--- config.mk ---
export PLATFORM = sky130hd
export DESIGN_NAME = seq_pattern_detector_flat
export DESIGN_NICKNAME = d
export VERILOG_FILES = /design/src/rtl/seq_pattern_detector_if.sv /design/src/rtl/seq_pattern_detector.sv /design/src/flat_wrapper.sv
export SDC_FILE = /design/constraint.sdc
export NUM_CORES = 1
export LEC_CHECK = 0
export ABC_CLOCK_PERIOD_IN_PS = 1900
export CAP_MARGIN = 20
export CORE_AREA = 4 4 41 43
export CTS_CLUSTER_DIAMETER = 60
export DETAILED_ROUTE_END_ITERATION = 8
export DIE_AREA = 0 0 45 47
export DONT_BUFFER_PORTS = 1
export PLACE_DENSITY = 0.47
export SYNTH_ARGS = -nofsm -noshare
export SYNTH_HDL_FRONTEND = slang
export SYNTH_SLANG_ARGS = --single-unit
--- constraint.sdc ---
create_clock -name clk -period 1.9 [get_ports clk]
set_input_delay 0.285 -clock clk [delete_from_list [all_inputs] [get_ports clk]]
set_output_delay 0.285 -clock clk [all_outputs]
set_load 0.005 [all_outputs]
--- src/rtl/seq_pattern_detector_if.sv ---
// Serial pattern detector bus: qualified bit stream, pattern load and
// counter control in, match pulse and saturating match count out.
// The master modport belongs to the stream source, the slave modport
// to the detector.
interface seq_pattern_detector_if #(
    parameter int PAT_W = 3,
    parameter int CNT_W = 8
);
    logic             d_valid;
    logic             d_in;
    logic             overlap;
    logic             load_pat;
    logic [PAT_W-1:0] pat_in;
    logic             clear;
    logic             match;
    logic [CNT_W-1:0] match_count;
    logic             count_sat;

    modport master (
        output d_valid, d_in, overlap, load_pat, pat_in, clear,
        input  match, match_count, count_sat
    );

    modport slave (
        input  d_valid, d_in, overlap, load_pat, pat_in, clear,
        output match, match_count, count_sat
    );
endinterface

--- src/rtl/seq_pattern_detector.sv ---
// Parametrised serial pattern detector.
// Compares the last PAT_W consumed bits (oldest bit against pattern[PAT_W-1])
// with a programmable pattern and emits a registered one-cycle match pulse.
// Overlapping or non-overlapping detection is selected per consumed bit.
// Optional saturating match counter is built only when SEQDET_COUNT_EN is
// defined; otherwise match_count/count_sat are tied to zero and clear is
// ignored. The port list is the same in both builds.
module seq_pattern_detector #(
    parameter int               PAT_W     = 3,
    parameter logic [PAT_W-1:0] PAT_RESET = 3'b101,
    parameter int               CNT_W     = 8
) (
    input  logic                  clk,
    input  logic                  reset_n,
    seq_pattern_detector_if.slave bus
);

    // fill counts valid history bits, 0..PAT_W-1
    localparam int               FILL_W     = $clog2(PAT_W);
    localparam logic [FILL_W-1:0] FILL_ARMED = FILL_W'(PAT_W - 1);

    typedef enum logic [1:0] {
        PH_EMPTY,
        PH_FILLING,
        PH_ARMED
    } phase_e;

    logic [PAT_W-1:0]  pat_q,  pat_d;
    logic [PAT_W-2:0]  hist_q, hist_d;
    logic [FILL_W-1:0] fill_q, fill_d;
    logic              match_q, match_d;

    phase_e            phase;
    logic              consume;
    logic [PAT_W-1:0]  window;
    logic              hit;

    // A bit is consumed only when qualified and not overridden by a pattern load
    assign consume = bus.d_valid & ~bus.load_pat;
    assign window  = {hist_q, bus.d_in};

    // Decode the fill phase from the history fill level
    always_comb begin
        if (fill_q == '0) begin
            phase = PH_EMPTY;
        end else if (fill_q == FILL_ARMED) begin
            phase = PH_ARMED;
        end else begin
            phase = PH_FILLING;
        end
    end

    // State register: pattern, history, fill level
    always_ff @(posedge clk or negedge reset_n) begin
        if (!reset_n) begin
            pat_q  <= PAT_RESET;
            hist_q <= '0;
            fill_q <= '0;
        end else begin
            // NOTE: sequential state uses non-blocking assignments so every flop
            // samples pre-edge values regardless of statement order.
            pat_q  <= pat_d;
            hist_q <= hist_d;
            fill_q <= fill_d;
        end
    end

    // Next-state: load flushes history, consumed bits shift in and advance fill
    always_comb begin
        // NOTE: every comb output gets a hold default first, so no path leaves
        // a variable unassigned and no latch is inferred.
        pat_d  = pat_q;
        hist_d = hist_q;
        fill_d = fill_q;
        if (bus.load_pat) begin
            pat_d  = bus.pat_in;
            hist_d = '0;
            fill_d = '0;
        end else if (bus.d_valid) begin
            hist_d = window[PAT_W-2:0];
            unique case (phase)
                PH_EMPTY,
                PH_FILLING: fill_d = fill_q + 1'b1;
                PH_ARMED: begin
                    // Non-overlap restarts filling; the shift above still happens
                    if (hit && !bus.overlap) begin
                        fill_d = '0;
                    end
                end
                default: fill_d = '0;
            endcase
        end
    end

    // Output: compare a full window only when armed
    always_comb begin
        hit     = consume && (phase == PH_ARMED) && (window == pat_q);
        match_d = hit;
    end

    // Match pulse register; cleared whenever no hit occurs, so it never stretches
    always_ff @(posedge clk or negedge reset_n) begin
        if (!reset_n) begin
            match_q <= 1'b0;
        end else begin
            match_q <= match_d;
        end
    end

    assign bus.match = match_q;

`ifdef SEQDET_COUNT_EN
    localparam logic [CNT_W-1:0] CNT_MAX = '1;

    logic [CNT_W-1:0] cnt_q, cnt_d;
    logic             sat_q, sat_d;

    // Counter next value: clear beats a coincident hit, count saturates at all-ones
    always_comb begin
        cnt_d = cnt_q;
        sat_d = sat_q;
        if (bus.clear) begin
            cnt_d = '0;
            sat_d = 1'b0;
        end else if (hit && (cnt_q != CNT_MAX)) begin
            cnt_d = cnt_q + 1'b1;
            if (cnt_q == CNT_MAX - 1'b1) begin
                sat_d = 1'b1;
            end
        end
    end

    // Counter and sticky saturation flag registers
    always_ff @(posedge clk or negedge reset_n) begin
        if (!reset_n) begin
            cnt_q <= '0;
            sat_q <= 1'b0;
        end else begin
            cnt_q <= cnt_d;
            sat_q <= sat_d;
        end
    end

    assign bus.match_count = cnt_q;
    assign bus.count_sat   = sat_q;
`else
    assign bus.match_count = '0;
    assign bus.count_sat   = 1'b0;
`endif

endmodule
--- src/flat_wrapper.sv ---
// flat-port wrapper written by rule: the top's interface ports become plain ports
module seq_pattern_detector_flat 
#(
    parameter int               PAT_W     = 3,
    parameter logic [PAT_W-1:0] PAT_RESET = 3'b101,
    parameter int               CNT_W     = 8
)
  (clk, reset_n, bus_d_valid, bus_d_in, bus_overlap, bus_load_pat, bus_pat_in, bus_clear, bus_match, bus_match_count, bus_count_sat);
  seq_pattern_detector_if #(.PAT_W(PAT_W), .CNT_W(CNT_W)) bus_i ();
  input  logic clk;
  input  logic reset_n;
  input wire logic [$bits(bus_i.d_valid)-1:0] bus_d_valid;
  input wire logic [$bits(bus_i.d_in)-1:0] bus_d_in;
  input wire logic [$bits(bus_i.overlap)-1:0] bus_overlap;
  input wire logic [$bits(bus_i.load_pat)-1:0] bus_load_pat;
  input wire logic [$bits(bus_i.pat_in)-1:0] bus_pat_in;
  input wire logic [$bits(bus_i.clear)-1:0] bus_clear;
  output wire logic [$bits(bus_i.match)-1:0] bus_match;
  output wire logic [$bits(bus_i.match_count)-1:0] bus_match_count;
  output wire logic [$bits(bus_i.count_sat)-1:0] bus_count_sat;
  assign bus_i.d_valid = bus_d_valid;
  assign bus_i.d_in = bus_d_in;
  assign bus_i.overlap = bus_overlap;
  assign bus_i.load_pat = bus_load_pat;
  assign bus_i.pat_in = bus_pat_in;
  assign bus_i.clear = bus_clear;
  assign bus_match = bus_i.match;
  assign bus_match_count = bus_i.match_count;
  assign bus_count_sat = bus_i.count_sat;
  seq_pattern_detector #(.PAT_W(PAT_W), .PAT_RESET(PAT_RESET), .CNT_W(CNT_W)) u_core (.clk(clk), .reset_n(reset_n), .bus(bus_i));
endmodule
==> results.txt <==
Status: completed
Highest clock rate: 773 MHz
Max clock buf depth: 2
Vias in the first global route: 311
WHS: 0.0950 ns
CP endpoint kind: flop
Min Tclk post-route: 1.29 ns
Io pins: 20
Largest stage delay, worst path: 0.50 ns
Initial Util: 34.2%
RSZ-0062 raised after global routing: no
Critical-path cell list: or4b_4, nor4_2
Worst EP required: 2.05 ns
Hold path startpoint: bus_load_pat
Bufs and invs on worst path: 0
Starting DRT DRC Count: 3
Htree depth: 1
Syn avg cell area: 11.1 um2
Cells after Synth: 40
CP Data Arrival Time: 1.44 ns
Top delay family on crit path: simple AND/OR/NAND/NOR gates
Clock root buffer: clkbuf_4
Mapped Area: 445 um2
Via count: 271
Post-route clock period utilization: 68.1%
CP Launch Type: flop
Residual DRC: 0
Setup bufs post-CTS: 0
Yosys reg bits: 8
Crit Path Max Fanout: 5
N_diodes: 0
Via-per-instance ratio: 4.75
Static leakage: 0.209 nW
Total GRT Usage: 8.68%
Yosys cell types: 19
Max-cap check violation count: 0
Fillers: 142
P&R area growth vs syn: 1.97%
Row count: 13
CTS tree: done
TritonRoute pass-1 iters: 4
PwrDens: 810 nW/um2
Footprint of the multi-input gates: 196 um2
Total CTS buffers: 3
Hold-fix buffers at CTS: 1
Yosys Warn Count: 0
Die ar.: 2120 um2
Critical path's slowest cell: or4b_4
FF+latch area: 203 um2
Maximum vdd drop: 0.249 mV
WS Path Type: flop to flop
Wire per inst: 15.0 um
# setup viols final: 0
Critical path origin: u_core.fill_q[0]
Setup TNS Final: 0 ns
Drt total wl: 854 um
Clock transition at path regs: 0.05 ns
Routability congestion estimate: 0.661
Core box area: 1300 um2
Final antenna-violating net count: 0
Worst R2R Start: u_core.fill_q[0]
GRT overflow: 0
CTS resizes: 0
Final nets: 54
Initial antenna violation count: 0
Fin. Hold Viols: 0
Largest net degree at the start of global routing: 9
Clock Latency Late Sink: 0.25 ns
Final Max Slew Viols: 0
Sink Count: 8
Global-route wire length before repair: 1.30 mm
Die W: 45 um
Clock Skew: 0.00251 ns
Port bufs: 0
Layout cells sized above 1: 19.0%
Die height: 47 um
Hold Path Class: input pin to flop
Sequential area share after synthesis: 45.5%
## cells by family (layout without fill, tap and decap cells)
family	count (synthesis)	count (layout)	share of synthesized area (%)
other cells	1	9	0.842
flops	8	8	45.5
xor+xnor	3	3	5.90
mux	5	5	12.1
simple gates	9	9	14.0
compound gates	3	3	4.49
buf+inv	11	5	17.1
## layout make-up
| cell class | instances | share of cell area (%) |
|---|---|---|
| sequential | 8 | 44.6 |
| multi-input combinational | 29 | 43.3 |
| clock buffer | 3 | 4.96 |
| tap | 15 | 4.13 |
| timing repair buffer | 1 | 2.20 |
| inverter | 1 | 0.826 |
## state kept, by name, indices dropped and copies added, names as in the netlist
signal	cells
u_core.pat_q	3
u_core.fill_q	2
u_core.hist_q	2
u_core.bus.match	1
## layer usage
metal  vias to the layer above  routed length (um)  GRT usage [%]
met5                         -                   0              0
met4                         0                   0           6.43
met3                         0                  92           4.60
met2                        15                 459           14.4
met1                       134                 302           8.14
li1                        122                   -              -
## layout by cell type (no fill, tap or decap), drive strengths merged
cell type and n:
dlygate4sd3 1, mux2i 2, nor3b 1, or4b 1, xor2 3, conb 9
clkbuf 3, nor2 3, dfstp 2, a31oi 1, inv 1, nand2 1
nor2b 1, a21oi 1, nor4 1, nand3b 1, o41ai 1, dfrtp 6
mux2 3
## report_power, final
part | leakage [nW] | switching [mW] | internal, mW
registers | 0.100 | 0.0106 | 0.186
clock network | 0.0138 | 0.0561 | 0.0722
logic | 0.0953 | 0.0238 | 0.0189
## through the flow
stage                     cells  total power [mW]  util, %  cell area (um2)  setup slack (ns)
after floorplan              48             0.245        -              475             0.620
after global placement       53             0.234     32.4              422             0.673
after detailed placement     53             0.237     32.4              422             0.623
after CTS                    57             0.375     34.9              454             0.609
after global routing         57             0.386     34.9              454             0.568
final                        57             0.368     34.9              454             0.606
## path summary, 6_finish.rpt
path,end,slack (ns),cells after the start
max in group asynchronous,u_core.pat_q[2],1.19,1
setup / recovery,u_core.bus.match,0.61,2
min in group asynchronous,u_core.bus.match,0.39,1
hold / removal,u_core.fill_q[0],0.1,1
hold reg to reg,u_core.pat_q[1],0.51,1
setup reg to reg,u_core.bus.match,0.61,2
## cells in the mapped netlist
cell type	n	share of area, %
a21oi_1	1	1.1
nand2_1	1	0.84
nor2_1	3	2.5
buf_2	1	1.1
mux2i_1	2	4.5
nand3b_1	1	1.7
conb_1	1	0.84
dfrtp_1	6	34
dfstp_2	2	12
mux2_1	3	7.6
buf_4	9	15
nor3b_1	1	1.7
inv_2	1	0.84
xor2_1	3	5.9
a31oi_1	1	1.4
or4b_4	1	3.1
o41ai_1	1	2.0
nor2b_1	1	1.4
nor4_2	1	2.8
(Power assumes the default switching activity.)
